==> src/rtl/reg_writeback_queue.sv <==
// Register writeback queue: 4-entry FIFO merging ALU and load writebacks into one
// register-file write port, with pending-write read resolution. Optional macro: WB_FORWARD_EN.
module reg_writeback_queue (
  input  logic        clk,
  input  logic        reset,
  input  logic        alu_valid,
  input  logic [3:0]  alu_num,
  input  logic [31:0] alu_data,
  output logic        alu_ready,
  input  logic        mem_valid,
  input  logic [3:0]  mem_num,
  input  logic [31:0] mem_data,
  output logic        mem_ready,
  input  logic [3:0]  rd_num1,
  input  logic [3:0]  rd_num2,
  input  logic [31:0] rf_out1,
  input  logic [31:0] rf_out2,
  output logic        wr_en,
  output logic [3:0]  wr_num,
  output logic [31:0] wr_data,
  output logic [31:0] rd_data1,
  output logic [31:0] rd_data2,
  output logic        hazard,
  output logic        pc_redirect,
  output logic [2:0]  count,
  output logic        full,
  output logic        empty
);

  // Handshake: a request transfers at a rising edge where valid && ready; ready depends
  // only on the occupancy held before that edge (never on this cycle's dequeue), and
  // the ALU request claims a slot ahead of the load request.

  logic [3:0]  num_q  [4];
  logic [31:0] data_q [4];
  logic [1:0]  head;
  logic [1:0]  tail;
  logic [2:0]  cnt;
  logic [2:0]  free;
  logic        alu_acc;
  logic        mem_acc;
  logic        deq;
  logic [1:0]  n_enq;
  logic [1:0]  mem_slot;

  assign count = cnt;
  assign empty = (cnt == 3'd0);
  assign full  = (cnt == 3'd4);
  assign free  = 3'd4 - cnt;

  assign alu_ready = (free >= 3'd1);
  assign mem_ready = alu_valid ? (free >= 3'd2) : (free >= 3'd1);
  assign alu_acc   = alu_valid & alu_ready;
  assign mem_acc   = mem_valid & mem_ready;
  assign n_enq     = {1'b0, alu_acc} + {1'b0, mem_acc};
  assign mem_slot  = tail + {1'b0, alu_acc};

  assign deq     = ~empty;
  assign wr_en   = deq;
  assign wr_num  = empty ? 4'd0  : num_q[head];
  assign wr_data = empty ? 32'd0 : data_q[head];

  always_ff @(posedge clk or negedge reset) begin
    if (!reset) begin
      for (int i = 0; i < 4; i++) begin
        num_q[i]  <= 4'd0;
        data_q[i] <= 32'd0;
      end
      head        <= 2'd0;
      tail        <= 2'd0;
      cnt         <= 3'd0;
      pc_redirect <= 1'b0;
    end else begin
      if (alu_acc) begin
        num_q[tail]  <= alu_num;
        data_q[tail] <= alu_data;
      end
      if (mem_acc) begin
        num_q[mem_slot]  <= mem_num;
        data_q[mem_slot] <= mem_data;
      end
      tail        <= tail + n_enq;
      head        <= head + {1'b0, deq};
      cnt         <= cnt + {1'b0, n_enq} - {2'b00, deq};
      pc_redirect <= deq && (num_q[head] == 4'd15);
    end
  end

  // The head entry still counts as pending during the cycle it is being written.
  logic       hit1;
  logic       hit2;
  logic [1:0] idx;

  always_comb begin
    hit1 = 1'b0;
    hit2 = 1'b0;
    idx  = 2'd0;
    for (int i = 0; i < 4; i++) begin
      idx = head + 2'(i);
      if (3'(i) < cnt) begin
        if (num_q[idx] == rd_num1) hit1 = 1'b1;
        if (num_q[idx] == rd_num2) hit2 = 1'b1;
      end
    end
  end

`ifdef WB_FORWARD_EN
  logic [31:0] fwd1;
  logic [31:0] fwd2;
  logic [1:0]  fidx;

  // Walk oldest to youngest so the youngest matching entry wins.
  always_comb begin
    fwd1 = 32'd0;
    fwd2 = 32'd0;
    fidx = 2'd0;
    for (int i = 0; i < 4; i++) begin
      fidx = head + 2'(i);
      if (3'(i) < cnt) begin
        if (num_q[fidx] == rd_num1) fwd1 = data_q[fidx];
        if (num_q[fidx] == rd_num2) fwd2 = data_q[fidx];
      end
    end
  end

  assign rd_data1 = hit1 ? fwd1 : rf_out1;
  assign rd_data2 = hit2 ? fwd2 : rf_out2;
  assign hazard   = 1'b0;
`else
  assign rd_data1 = rf_out1;
  assign rd_data2 = rf_out2;
  assign hazard   = hit1 | hit2;
`endif

endmodule
==> config.mk <==
export PLATFORM = sky130hd
export DESIGN_NAME = reg_writeback_queue
export DESIGN_NICKNAME = d
export VERILOG_FILES = /design/src/rtl/reg_writeback_queue.sv
export SDC_FILE = /design/constraint.sdc
export NUM_CORES = 1
export LEC_CHECK = 0
export ABC_AREA = 1
export BUFFER_PORTS_ARGS = -buffer_cell sky130_fd_sc_hd__buf_2
export CORE_AREA = 2 2 221 136
export CTS_BUF_LIST = sky130_fd_sc_hd__clkbuf_4
export CTS_CLUSTER_DIAMETER = 150
export DETAILED_ROUTE_END_ITERATION = 8
export DIE_AREA = 0 0 223 138
export SETUP_SLACK_MARGIN = 0.4
export SYNTH_ARGS = -nofsm -noshare
export SYNTH_HDL_FRONTEND = slang
export SYNTH_SLANG_ARGS = --single-unit
export TNS_END_PERCENT = 20
==> constraint.sdc <==
create_clock -name clk -period 3.3 [get_ports clk]
set_input_delay 0.495 -clock clk [delete_from_list [all_inputs] [get_ports clk]]
set_output_delay 0.495 -clock clk [all_outputs]
set_load 0.05 [all_outputs]
==> flow_summary_export.csv <==
group,metric,value,unit
synthesis,avgSynthCellArea,6.80,µm²
synthesis,syn_area,9970,µm²
timing,timing.final.crit_share,88.4,%
placement,portBuffers,129,
timing,fmax,0.343,GHz
timing,slew_violations,0,
critical_path,worstSetupStartpoint,"head[1]$_DFF_PN0_",
placement,place_area,10600,µm²
run_status,status,"finished, final reports clean",
floorplan,core-area,29100,µm²
routing,dr.pass1.iters,6,
routing,via_per_inst,5.03,
final_layout,fin_cells,1914,
critical_path,r2r-start,"count[1]$_DFF_PN0_",
critical_path,crit_fanout,22,
synthesis,yosys-top-cells-area,"dfrtp_1 (38%), nand2_1 (16%), o21ai_0 (12%)",
final_layout,drive_gt1_share,21.3,%
synthesis,ys_seq_area_share,38.1,%
global_route,grt_pass1_wl,49300,µm
final_layout,design_area,11900,µm²
critical_path,crit_arrival,2.42,ns
synthesis,synthFlopType,"dfrtp_1",
timing,fin_crit,2.92,ns
placement,pre_cts_ws,0.252,ns
global_route,first_global_vias,8921,
pwr,p_leak,5.92,nW
timing,fin_setup_tns,0,ns
synthesis,yosysTopAreaCell,"dfrtp_1",
floorplan,die_h,138,µm
pwr,power,15.2,mW
synthesis,synth_warnings,0,
clock_network,cts_tree,"done",
pwr,p_per_area,1280,nW/µm²
critical_path,worst_r2r_path_depth,19,
critical_path,end_kind,"primary output",
final_layout,fill_cells,2981,
routing,drt_wl_total,31200,µm
floorplan,placementRows,49,
critical_path,timing.rr.end,"count[2]$_DFF_PN0_",
critical_path,start_kind,"register",
final_layout,nets,1679,
critical_path,cp.required,2.80,ns
clock_network,clockRootBuffer,"clkbuf_4",
final_layout,seqCellArea,3810,µm²
final_layout,multiInputGateArea,5140,µm²
global_route,grtUsageTotal,20.3,%
final_layout,areaGrowthSynthToFinish,19.4,%
clock_network,clk_latency,0.62,ns
floorplan,fp.dieW,223,µm
clock_network,clk_pin_slew,0.13,ns
global_route,grt_max_degree,73,
timing,setup_viol,0,
timing,worst_slew_pin_slew,0.774,ns
synthesis,synth-seq-cells,152,
routing,drc,0,
pwr,ir_worst_vdd,0.000738,V
clock_network,h-tree-depth,4,
placement,place_congestion,0.890,
global_route,antenna_found_initial,2,
final_layout,layout_commonest_cell,"nand2_1",
floorplan,start_util,34.3,%
clock_network,clock-sinks,152,
floorplan,io_pins,258,
routing,ant_nets,0,
timing,final.setup_skew,0.0162,ns
routing,wl_per_cell,16.3,µm
routing,vias,9630,
routing,drt_iter0_markers,805,
timing,report.final.hold_viol_count,0,
placement,dp_hpwl,19500,µm
critical_path,endpoint,"wr_data[11]",
synthesis,syn_inst,1466,
timing,worst_slack,0.382,ns
flow_run,maxCapViolations,0,
synthesis,synth_top_area_share,38.1,%
final_layout,final_cell_mix,"nand2_1 (395), o21ai_0 (246), inv_1 (202), dfrtp_1 (148), buf_2 (110)",
synthesis,synth_fp_nets,1627,
placement,dp.cells,1858,
clock_network,cts_buffer_depth,2,
floorplan,dieArea,30800,µm²
critical_path,rrSetupSlack,0.44,ns
synthesis,synth_edf_count,0,
global_route,grt_remaining_overflow,0,
timing,grt_setup_unrepaired,"yes",
clock_network,cts_buffers,17,
synthesis,async_flop_share,100,%
timing,maxSlewHeadroom,48.4,%
synthesis,synthDistinctLibCells,25,
hold_path,min-delay-path-class,"input pin to register",
critical_path,path_class,"register to primary output",
==> state kept, by name (all words and copies together) (netlist names) <==
register	flops
head	2
data_q	128
tail	2
pc_redirect	1
num_q	16
count	3
==> report_power, final <==
group	switching [mW]	internal, mW
sequential	0.527	2.82
clock	0.760	0.679
combinational	6.91	3.49
==> cells in the mapped netlist (4+ instances only) <==
cell type,n
a221oi_1,32
buf_2,37
buf_4,67
clkbuf_1,35
clkbuf_2,4
dfrtp_1,152
ha_1,12
inv_1,211
nand2_1,437
nand2_2,6
nand3_1,65
nor2_1,62
nor3_4,4
o21ai_0,246
o21ai_1,44
o22ai_1,32
xor2_1,7
==> stage by stage <==
stage | hold slack, ns | utilization, %
after floorplan | 0.199 | -
after global placement | 0.518 | 36.5
after detailed placement | 0.523 | 36.5
after CTS | 0.138 | 39.0
after global routing | 0.145 | 40.9
final | 0.180 | 40.9
==> timing repair <==
action,in CTS,in global routing
hold buffers,1,0
gates cloned,3,1
buffers inserted,10,8
hold endpoints to repair,65,0
endpoints found under the setup margin,36,72
pin swaps,8,33
resized for setup,60,111
==> how the worst min path moves through the flow <==
stage / startpoint / slack (ns) / end / cells after the start
finish: mem_data[8] / 0.18 / data_q[40]$_DFF_PN0_ / 3
global route: mem_data[8] / 0.14 / data_q[40]$_DFF_PN0_ / 3
CTS: mem_data[26] / 0.14 / data_q[90]$_DFF_PN0_ / 3
detailed placement: count[2]$_DFF_PN0_ / 0.52 / count[2]$_DFF_PN0_ / 1
global placement: count[2]$_DFF_PN0_ / 0.52 / count[2]$_DFF_PN0_ / 1
floorplan: reset / 0.20 / count[0]$_DFF_PN0_ / 0
==> area by class of cell <==
type	instances	area share, %
inverter	213	6.85
antenna	1	0.0210
clock inverter	15	1.90
tap	382	4.01
multi-input combinational	959	43.2
clock buffer	17	1.07
sequential	152	32.0
timing repair buffer	175	11.0
==> kinds of logic after synthesis <==
kind of cell,share of synthesized area (%)
simple gates,23.3
compound gates,19.5
buf+inv,16.5
flops,38.1
fa+ha+maj,1.71
xor+xnor,0.878
==> worst max-delay path, stage by stage (launching register included) <==
cell,delay (ns)
dfrtp_1,0.43
clkinvlp_4,0.21
nand2_8,0.14
inv_1,0.08
buf_12,0.18
buf_12,0.18
a221oi_1,0.30
nor2_1,0.11
buf_6,0.18
==> routing by layer <==
| layer | up-vias | track usage [%] | routed length [µm] |
|---|---|---|---|
| li1 | 4735 | - | - |
| met1 | 4473 | 30.3 | 15000 |
| met2 | 384 | 29.3 | 13400 |
| met3 | 36 | 4.78 | 2410 |
| met4 | 2 | 4.87 | 397 |
| met5 | - | 0 | 13 |
(Power assumes the default switching activity.)
